**src/rtl/jtframe_upld_pkg.sv**
```systemverilog
// rtl/jtframe_upld_pkg.sv - shared constants for the ioctl upload read-back path
package jtframe_upld_pkg;

    // Bank start value meaning "this bank is not used"
    localparam logic [25:0] BA_UNUSED = ~26'd0;

    // FSM encoding
    localparam logic [1:0] ST_IDLE = 2'd0;
    localparam logic [1:0] ST_REQ  = 2'd1;
    localparam logic [1:0] ST_DATA = 2'd2;

    // Value returned for header bytes, which have no SDRAM backing
    localparam logic [7:0] HDR_FILL = 8'hFF;

endpackage

```
**src/rtl/jtframe_upld_map.sv**
```systemverilog
// rtl/jtframe_upld_map.sv - ioctl byte address to SDRAM bank/word/lane mapping
//
// Ports:
//   addr      in  26  ioctl byte address
//   is_header out  1  address falls inside the leading header
//   bank      out  2  SDRAM bank
//   waddr     out 22  SDRAM word address (byte offset [22:1] within the bank)
//   lane      out  1  1 -> low byte of the word, 0 -> high byte
//
// Must stay bit-identical to the download writer so saved data round-trips.
module jtframe_upld_map
    import jtframe_upld_pkg::*;
#(
    parameter logic [25:0] BA1_START = BA_UNUSED,
    parameter logic [25:0] BA2_START = BA_UNUSED,
    parameter logic [25:0] BA3_START = BA_UNUSED,
    parameter int          HEADER    = 0,
    parameter int          SWAB      = 0
)(
    input  logic [25:0] addr,
    output logic        is_header,
    output logic [1:0]  bank,
    output logic [21:0] waddr,
    output logic        lane
);

    localparam logic [25:0] HDR_LEN = 26'(HEADER);
    localparam logic        SWAP    = (SWAB % 2) != 0;

    logic [25:0] part;
    logic [25:0] start;
    logic [22:0] eff;

    always_comb begin
        is_header = addr < HDR_LEN;
        part      = addr - HDR_LEN;
        // Highest used bank whose start is at or below the offset wins
        if (BA3_START != BA_UNUSED && part >= BA3_START) begin
            bank  = 2'd3;
            start = BA3_START;
        end else if (BA2_START != BA_UNUSED && part >= BA2_START) begin
            bank  = 2'd2;
            start = BA2_START;
        end else if (BA1_START != BA_UNUSED && part >= BA1_START) begin
            bank  = 2'd1;
            start = BA1_START;
        end else begin
            bank  = 2'd0;
            start = 26'd0;
        end
        eff   = 23'(part - start);
        waddr = eff[22:1];
        lane  = eff[0] ^ SWAP;
    end

endmodule

```
**src/rtl/jtframe_upld.sv**
```systemverilog
// rtl/jtframe_upld.sv - serves ioctl upload reads from SDRAM through a one-word cache
//
// Ports:
//   clk, rst_n            clock, asynchronous active-low reset
//   uploading             upload session active
//   ioctl_addr, ioctl_rd  byte read request from the HPS
//   ioctl_din, ioctl_wait byte returned, hold-off while a fetch is pending
//   prog_addr, prog_ba    SDRAM word address and bank
//   prog_rd               read request, held until sdram_ack
//   sdram_ack, sdram_dok  request accepted / read data valid
//   prog_din              SDRAM read data
//   rd_err                sticky fetch-timeout flag, cleared when a session starts
module jtframe_upld
    import jtframe_upld_pkg::*;
#(
    parameter logic [25:0] BA1_START = BA_UNUSED,
    parameter logic [25:0] BA2_START = BA_UNUSED,
    parameter logic [25:0] BA3_START = BA_UNUSED,
    parameter int          HEADER    = 0,
    parameter int          SWAB      = 0,
    parameter int          TIMEOUT   = 255
)(
    input  logic        clk,
    input  logic        rst_n,
    input  logic        uploading,
    input  logic [25:0] ioctl_addr,
    input  logic        ioctl_rd,
    output logic [7:0]  ioctl_din,
    output logic        ioctl_wait,
    output logic [21:0] prog_addr,
    output logic [1:0]  prog_ba,
    output logic        prog_rd,
    input  logic        sdram_ack,
    input  logic        sdram_dok,
    input  logic [15:0] prog_din,
    output logic        rd_err
);

    localparam logic [7:0] TMO = 8'(TIMEOUT);

    logic        m_hdr;
    logic [1:0]  m_bank;
    logic [21:0] m_waddr;
    logic        m_lane;

    jtframe_upld_map #(
        .BA1_START (BA1_START),
        .BA2_START (BA2_START),
        .BA3_START (BA3_START),
        .HEADER    (HEADER),
        .SWAB      (SWAB)
    ) u_map (
        .addr      (ioctl_addr),
        .is_header (m_hdr),
        .bank      (m_bank),
        .waddr     (m_waddr),
        .lane      (m_lane)
    );

    logic [1:0]  state_q, state_d;
    logic [7:0]  din_q,   din_d;
    logic        wait_q,  wait_d;
    logic [21:0] addr_q,  addr_d;
    logic [1:0]  ba_q,    ba_d;
    logic        rd_q,    rd_d;
    logic        err_q,   err_d;
    logic [15:0] cache_q, cache_d;
    logic [23:0] tag_q,   tag_d;
    logic        valid_q, valid_d;
    logic        lane_q,  lane_d;
    logic [7:0]  tmr_q,   tmr_d;
    logic        upl_q;

    always_comb begin
        state_d = state_q;
        din_d   = din_q;
        wait_d  = wait_q;
        addr_d  = addr_q;
        ba_d    = ba_q;
        rd_d    = rd_q;
        err_d   = err_q;
        cache_d = cache_q;
        tag_d   = tag_q;
        valid_d = valid_q;
        lane_d  = lane_q;
        tmr_d   = tmr_q;

        if (uploading && !upl_q) err_d = 1'b0;

        if (!uploading) begin
            state_d = ST_IDLE;
            rd_d    = 1'b0;
            wait_d  = 1'b0;
            valid_d = 1'b0;
        end else begin
            case (state_q)
                ST_REQ, ST_DATA: begin
                    tmr_d = tmr_q + 8'd1;
                    if (state_q == ST_REQ && sdram_ack) begin
                        rd_d    = 1'b0;
                        state_d = ST_DATA;
                    end
                    // Data can arrive on the ack cycle itself
                    if (sdram_dok && (state_q == ST_DATA || sdram_ack)) begin
                        cache_d = prog_din;
                        tag_d   = {ba_q, addr_q};
                        valid_d = 1'b1;
                        din_d   = lane_q ? prog_din[7:0] : prog_din[15:8];
                        wait_d  = 1'b0;
                        rd_d    = 1'b0;
                        state_d = ST_IDLE;
                    end else if (tmr_q == TMO) begin
                        rd_d    = 1'b0;
                        din_d   = 8'h00;
                        wait_d  = 1'b0;
                        err_d   = 1'b1;
                        valid_d = 1'b0;
                        state_d = ST_IDLE;
                    end
                end
                default: begin
                    if (ioctl_rd && !wait_q) begin
                        if (m_hdr) begin
                            din_d = HDR_FILL;
                        end else if (valid_q && tag_q == {m_bank, m_waddr}) begin
                            din_d = m_lane ? cache_q[7:0] : cache_q[15:8];
                        end else begin
                            wait_d  = 1'b1;
                            addr_d  = m_waddr;
                            ba_d    = m_bank;
                            rd_d    = 1'b1;
                            lane_d  = m_lane;
                            tmr_d   = 8'd0;
                            state_d = ST_REQ;
                        end
                    end
                end
            endcase
        end
    end

    always_ff @(posedge clk or negedge rst_n) begin
        if (!rst_n) begin
            state_q <= ST_IDLE;
            din_q   <= 8'h00;
            wait_q  <= 1'b0;
            addr_q  <= 22'd0;
            ba_q    <= 2'd0;
            rd_q    <= 1'b0;
            err_q   <= 1'b0;
            cache_q <= 16'h0000;
            tag_q   <= 24'd0;
            valid_q <= 1'b0;
            lane_q  <= 1'b0;
            tmr_q   <= 8'd0;
            upl_q   <= 1'b0;
        end else begin
            state_q <= state_d;
            din_q   <= din_d;
            wait_q  <= wait_d;
            addr_q  <= addr_d;
            ba_q    <= ba_d;
            rd_q    <= rd_d;
            err_q   <= err_d;
            cache_q <= cache_d;
            tag_q   <= tag_d;
            valid_q <= valid_d;
            lane_q  <= lane_d;
            tmr_q   <= tmr_d;
            upl_q   <= uploading;
        end
    end

    assign ioctl_din  = din_q;
    assign ioctl_wait = wait_q;
    assign prog_addr  = addr_q;
    assign prog_ba    = ba_q;
    assign prog_rd    = rd_q;
    assign rd_err     = err_q;

`ifndef SYNTHESIS
    // The HPS must not issue a new read while held off
    rd_while_wait: assert property (@(posedge clk) disable iff (!rst_n) !(ioctl_rd && ioctl_wait));
`endif

endmodule

```
**config.mk**
```make
export PLATFORM = sky130hd
export DESIGN_NAME = jtframe_upld
export DESIGN_NICKNAME = d
export VERILOG_FILES = /design/src/rtl/jtframe_upld_pkg.sv /design/src/rtl/jtframe_upld_map.sv /design/src/rtl/jtframe_upld.sv
export SDC_FILE = /design/constraint.sdc
export NUM_CORES = 1
export LEC_CHECK = 0
export ABC_AREA = 0
export ABC_CLOCK_PERIOD_IN_PS = 1800
export BUFFER_PORTS_ARGS = -buffer_cell sky130_fd_sc_hd__buf_2
export CAP_MARGIN = 10
export CORE_ASPECT_RATIO = 1.25
export CORE_MARGIN = 5
export CORE_UTILIZATION = 30
export CTS_CLUSTER_DIAMETER = 40
export DETAILED_ROUTE_END_ITERATION = 10
export HOLD_SLACK_MARGIN = 0.02
export PLACE_DENSITY = 0.61
export REMOVE_ABC_BUFFERS = 1
export SLEW_MARGIN = 30
export SYNTH_ARGS = -nofsm -noshare
export SYNTH_HDL_FRONTEND = slang
export SYNTH_SLANG_ARGS = --single-unit
```
**constraint.sdc**
```tcl
create_clock -name clk -period 1.8 [get_ports clk]
set_input_delay 0 -clock clk [delete_from_list [all_inputs] [get_ports clk]]
set_output_delay 0 -clock clk [all_outputs]
set_load 0.01 [all_outputs]
```
==> summary.txt, run 1 <==
Slowest stage delay, CP: 0.39 ns
Fin nets: 512
Slew Viols, Final: 0
Reg2reg start: tag_q[10]
First-pass GRT wire length: 16,200 µm
GR Overflow Total: 0
Yosys warns: 0
Ordered list of cells on the worst path: xnor2_1 -> nand4_1 -> nor4_4 -> a21boi_4 -> buf_12 -> mux2_4
Cell Int Power: 5.75 mW
RR Endpoint: prog_addr[11]
Fmax: 530 MHz
FP Rows: 47
CP max FO: 14
Drt first pass iters: 4
Routed vias: 2,957
Leak pwr: 2.65 nW
Pwr Density: 1460 mW/mm²
# DRC: 0
Final period demand of the worst path: 1.89 ns
Clk_lat worst skew: 0.34 ns
Die width: 113 µm
Setup violators final: 31
Register area share after synthesis: 0.520
Area of the mapped netlist: 0.00399 mm²
Critical Path Start Type: flop
Io pins: 83
Crit Path Category: reg2reg
Combinational share of power: 0.373
Final WL: 9860 µm
Root Driver: clkbuf_16
Worst reg2reg setup slack: -0.09 ns
Placed Cells incl. Taps: 574
Count of cell types in the netlist: 33
Period utilization: 1.05
Clk pwr share: 0.235
Synthesized flop and latch total: 83
Hold Path Sink: ioctl_wait
Mapped Avg Cell Area: 12.9 µm²
CTS Buffer Depth: 2
Buf/Inv on CP: 1
# Max-Cap Violations: 0
Sink Count: 83
CTS tree: done
WP data arrival: 2.11 ns
Sequential power share: 0.392
Initial antenna violation count: 0
Total core area: 0.0132 mm²
Fraction of layout instances using a drive strength above 1: 0.487
Slew headroom: 0.635
Status: complete, but fails checks
Worst Hold Path Cells: 4
Largest net degree at the start of global routing: 34
Layout area overhead: 44.5%
Ant. Diodes: 0
Starting density of the core: 0.303
Vias in the first global route: 3,213
Gr usage total: 0.128
RD Place Congestion: 0.770
Hold Crit Class: in2reg
Routed WL per cell: 15.5 µm
RSZ-0062 raised after global routing: true
Peak supply drop: 0.831 mV
Post-DP HPWL: 6820 µm
Power Total: 8.41 mW
Hold wc startpoint: ioctl_rd
Final Hold Vio Count: 0
Switching Fraction: 0.316
Critical path startpoint: tag_q[10]
Critical Path RT: 2.02 ns
FF-to-FF path depth: 6
Die span in y: 139 µm
Least-Margin Pin Slew: 0.547 ns
Drt initial violations: 136
Most common cell after layout, fill and taps aside: dfrtp_1
Final Skew: 0.00488 ns
Post-DRT Antenna Nets: 0
Num CTS Buffers: 9
CP delay by family, top: simple AND/OR/NAND/NOR gates
Clk slew on worst S/H paths: 0.06 ns
Failing checks: negative setup slack
Crit end category: flop
Finished Layout Cells: 637
Slowest CP cell: dfrtp_1
Die footprint: 0.0157 mm²
Sw Pwr: 2.66 mW
Commonest cells after routing, fill and taps aside: 83 x dfrtp_1, 76 x buf_2, 53 x mux2_2
Worst setup margin: -0.0853 ns
Via density: 4.64
Port-buffer cells: 77
H-tree depth: 3
Synth Instances: 310
layout make-up:
cell class	instances	area, µm²
fill	1245	7400
clock inverter	7	91.3
inverter	8	30.0
sequential	83	2080
tap	171	214
multi-input combinational	206	1940
clock buffer	9	225
timing repair buffer	153	1190
cell usage after synthesis:
library cell,number,area share
dfrtp_1,83,0.52
mux2_2,58,0.16
mux2_4,19,0.071
xnor2_1,19,0.042
nand2_1,18,0.017
nor2_1,10,0.0094
nand4_1,9,0.014
o21ai_0,9,0.011
inv_1,8,0.0075
mux2i_1,8,0.020
o31ai_1,8,0.015
clkbuf_1,7,0.0066
a21oi_1,6,0.0075
nand3_1,6,0.0075
o211ai_1,5,0.0094
a31oi_1,4,0.0063
buf_2,3,0.0038
ha_1,3,0.0094
nor2b_1,3,0.0047
xor2_1,3,0.0066
a21o_1,2,0.0038
buf_4,2,0.0038
buf_6,2,0.0056
nand2b_1,2,0.0031
nor3_1,2,0.0025
nor4_4,2,0.011
or2_2,2,0.0031
or3_1,2,0.0031
a21boi_2,1,0.0028
a41oi_2,1,0.0041
and2_1,1,0.0016
and3_1,1,0.0016
conb_1,1,0.00094
worst register-to-register path: cells and delay by family (launching register included):
| family | cells | cell delay [ns] |
|---|---|---|
| AOI/OAI and AO/OA | 1 | 0.13 |
| xor gates and xnor gates | 1 | 0.17 |
| buffers and inverters | 1 | 0.18 |
| DFF | 1 | 0.39 |
| muxes | 1 | 0.30 |
| and+or+nand+nor | 2 | 0.59 |
stage by stage:
step / hold slack, ns / setup TNS (ns) / area [µm²] / utilization / setup slack, ns
6_report: 0.103 / -1.60 / 5770 / 0.438 / -0.0853
5_1_grt: 0.116 / -5.58 / 5770 / 0.438 / -0.208
4_1_cts: -0.0950 / -2.22 / 5570 / 0.423 / -0.108
3_5_place_dp: -0.0173 / -3.90 / 4830 / 0.366 / -0.207
3_3_place_gp: -0.0212 / -2.29 / 4830 / 0.366 / -0.0863
2_1_floorplan: -0.296 / -92.71 / 3920 / - / -1.60
cell families (layout without fill, tap and decap cells):
logic type               count (synthesis)  count (layout)  share of synthesized area
buffers and inverters                   22             177                     0.0273
adder cells (fa/ha/maj)                  3               3                    0.00941
AND/OR/NAND/NOR                         58              58                     0.0784
other                                    1               2                   0.000940
XOR/XNOR                                22              22                     0.0483
multiplexers                            85              85                      0.255
AO/OA/AOI/OAI                           36              36                     0.0602
flip-flops                              83              83                      0.520
flip-flops by register name (all words and copies together) (netlist names):
signal and flops:
upl_q 1, state_q 1, prog_addr 22, valid_q 1, tag_q 22, ioctl_wait 1
cache_q 16, lane_q 1, tmr_q 8, ioctl_din 8, rd_err 1, prog_rd 1
timing repair:
action | 4_1_cts | 5_1_grt
hold endpoints to repair | 103 | 1
buffers inserted | 0 | 4
pin swaps | 2 | 9
hold buffers | 39 | 1
setup endpoints to repair | 49 | 79
gates resized for setup | 6 | 19
cloned | 0 | 3
metal layers:
layer  routed length [µm]  track usage  up-vias
met1                 4390        0.159     1477
met2                 4930        0.214       59
met4                  157       0.0443        0
li1                     -            -     1407
met3                  379       0.0332       14
met5                    0            0        -
power groups by stage:
stage | logic (mW) | registers (mW) | clock network [mW]
final | 3.13 | 3.30 | 1.98
after global routing | 3.43 | 3.41 | 2.11
after CTS | 3.04 | 3.29 | 2.04
after detailed placement | 2.93 | 3.32 | 0
after global placement | 2.86 | 3.27 | 0
after floorplan | 1.69 | 3.37 | 0
worst max path at each step:
| stage | endpoint | slack (ns) | cells after the start |
|---|---|---|---|
| after floorplan | cache_q[0] | -1.60 | 5 |
| after global placement | tmr_q[3] | -0.09 | 7 |
| final | prog_addr[11] | -0.09 | 6 |
| after CTS | prog_addr[11] | -0.11 | 6 |
| after detailed placement | tmr_q[4] | -0.21 | 6 |
| after global routing | prog_addr[11] | -0.21 | 6 |
Power figures use the tool's default switching activity.
==> run 2: changes to the inputs <==
Settings changed: ABC_CLOCK_PERIOD_IN_PS 1800 to 2280, PLACE_DENSITY 0.61 to 0.59.
Clock period 1.8 ns to 2.28 ns, I/O delays scaled along.
==> run 2 against run 1 <==
  * The run now ends clean
  * Fmax decreased by 6.3%
  * Sequential power down 21%
  * Power decreased by 23%
  * Global-route usage shrank 0.94 points
  * Via count shrank 5.3%
  * Hold slack lost 0.0020 ns
  * Register-to-register slack improved by 0.35 ns
  * Cell area shrank 6.4%
==> summary.txt, run 2 (same netlist as run 1, synthesis figures left out) <==
Clk pwr share: 0.262 (+0.027)
Critical Path RT: 2.46 ns (+0.44 ns)
Via density: 4.58 (-1.3%)
Num CTS Buffers: 9 (unchanged)
Root Driver: clkbuf_16
Final WL: 8990 µm (-8.9%)
Largest net degree at the start of global routing: 45 (+32%)
Reg2reg start: prog_rd
Commonest cells after routing, fill and taps aside: 83 x dfrtp_1, 76 x buf_2, 58 x mux2_2
Port-buffer cells: 77 (unchanged)
Die width: 113 µm (unchanged)
Worst setup margin: 0.269 ns (+0.354 ns)
Initial antenna violation count: 0 (unchanged)
Final Hold Vio Count: 0 (unchanged)
Least-Margin Pin Slew: 0.708 ns (+0.161 ns)
RSZ-0062 raised after global routing: false
Slew headroom: 0.526 (-0.109)
Slowest stage delay, CP: 0.54 ns (+0.15 ns)
Die footprint: 0.0157 mm² (unchanged)
Cell mode on critical path: nand2_1
Routed vias: 2,799 (-5.3%)
Post_cts resized: 0 (-6)
GR Overflow Total: 0 (unchanged)
Die span in y: 139 µm (unchanged)
Final Skew: 0.00741 ns (+0.00253 ns)
Fin nets: 486 (-5.1%)
Final period demand of the worst path: 2.01 ns (+0.126 ns)
RD Place Congestion: 0.726 (-5.8%)
Switching Fraction: 0.310 (-0.00637)
Leak pwr: 2.44 nW (-7.7%)
Period utilization: 0.882 (-0.165)
Critical Path Start Type: flop
# Max-Cap Violations: 0 (unchanged)
Vias in the first global route: 3,107 (-3.3%)
Hold wc startpoint: ioctl_rd
Status: finished clean
Clk_lat worst skew: 0.33 ns (about the same)
Sequential power share: 0.404 (+0.012)
WP data arrival: 2.19 ns (+0.08 ns)
Starting density of the core: 0.303 (unchanged)
Routed WL per cell: 14.7 µm (-5.0%)
Post-DP HPWL: 6500 µm (-4.7%)
Ant. Diodes: 0 (unchanged)
Crit end category: flop
Peak supply drop: 0.574 mV (-31%)
Post-CTS Setup Bufs: 0 (unchanged)
Drt initial violations: 94 (-31%)
Cell Int Power: 4.45 mW (-23%)
Pwr Density: 1190 mW/mm² (-18%)
Setup violators final: 0 (-100%)
Worst Hold Path Cells: 4 (unchanged)
Post-DRT Antenna Nets: 0 (unchanged)
Total core area: 0.0132 mm² (unchanged)
Most common cell after layout, fill and taps aside: dfrtp_1
H-tree depth: 3 (unchanged)
Ordered list of cells on the worst path: inv_1 -> ha_1 -> buf_4 -> nand2_1 -> nand2_1 -> a31oi_1 -> o21ai_0
Hold Crit Class: in2reg
FP Rows: 47 (unchanged)
CTS tree: done
Fmax: 497 MHz (-6.3%)
Combinational share of power: 0.334 (-0.039)
Fin util: 0.410 (-0.0282)
Sink Count: 83 (unchanged)
# DRC: 0 (unchanged)
Clk slew on worst S/H paths: 0.07 ns (about the same)
CP max FO: 22 (+8)
Gr usage total: 0.118 (-0.00943)
Power Total: 6.45 mW (-23%)
Sw Pwr: 2.00 mW (-25%)
Dpl ws: 0.259 ns (+0.465 ns)
Fraction of layout instances using a drive strength above 1: 0.425 (-0.0621)
Slowest CP cell: a31oi_1
FF-to-FF path depth: 7 (+1)
First-pass GRT wire length: 15,100 µm (-6.6%)
Io pins: 83 (unchanged)
Critical path startpoint: prog_rd
Slew Viols, Final: 0 (unchanged)
Layout area overhead: 35.2%
Crit Path Category: reg2reg
Drt first pass iters: 4 (unchanged)
CTS Buffer Depth: 2 (unchanged)
-- run 2: worst paths after layout --
path | endpoint | slack, ns
hold reg to reg | rd_err | 0.47
min in group asynchronous | ioctl_din[3] | 0.19
setup / recovery | tmr_q[1] | 0.27
max in group asynchronous | cache_q[3] | 1.45
setup reg to reg | tmr_q[1] | 0.27
hold / removal | ioctl_wait | 0.10
-- run 2: repair_timing --
action | 4_1_cts | 5_1_grt
endpoints found under the hold margin | 79 | 0
hold buffers | 40 | 0
setup endpoints to repair | 0 | 0
-- run 2: cell type report --
class	instances	area, µm²
clock buffer	9	225
clock inverter	7	125
fill	1293	7780
inverter	8	30.0
multi-input combinational	206	1820
sequential	83	2080
tap	171	214
timing repair buffer	127	901
-- run 2: through the flow --
step | instances | instance area (µm²) | hold WS [ns] | TNS [ns]
final | 611 | 5400 | 0.101 | 0
after global routing | 611 | 5400 | 0.107 | 0
after CTS | 611 | 5400 | 0.0970 | 0
after detailed placement | 555 | 4650 | 0.0251 | 0
after global placement | 555 | 4650 | 0.0154 | 0
after floorplan | 297 | 3920 | -0.296 | -58.66
-- run 2: worst max-delay path, delay by kind of cell (launching register included) --
| family | cells | cell delay [ns] |
|---|---|---|
| flops | 1 | 0.39 |
| buf+inv | 2 | 0.29 |
| simple gates | 2 | 0.13 |
| fa+ha+maj | 1 | 0.32 |
| compound gates | 2 | 0.74 |
-- run 2: power groups by stage --
stage / sequential [mW] / combinational [mW] / clock, mW
floorplan: 2.66 / 1.34 / 0
global placement: 2.59 / 2.09 / 0
detailed placement: 2.64 / 2.15 / 0
CTS: 2.62 / 2.21 / 1.74
global route: 2.71 / 2.37 / 1.81
finish: 2.61 / 2.16 / 1.69
-- run 2: layer usage --
layer / global-route usage / vias up / routed length, µm
li1: - / 1354 / -
met1: 0.146 / 1374 / 3770
met2: 0.205 / 64 / 4680
met3: 0.0319 / 7 / 431
met4: 0.0291 / 0 / 102
met5: 0 / - / 0
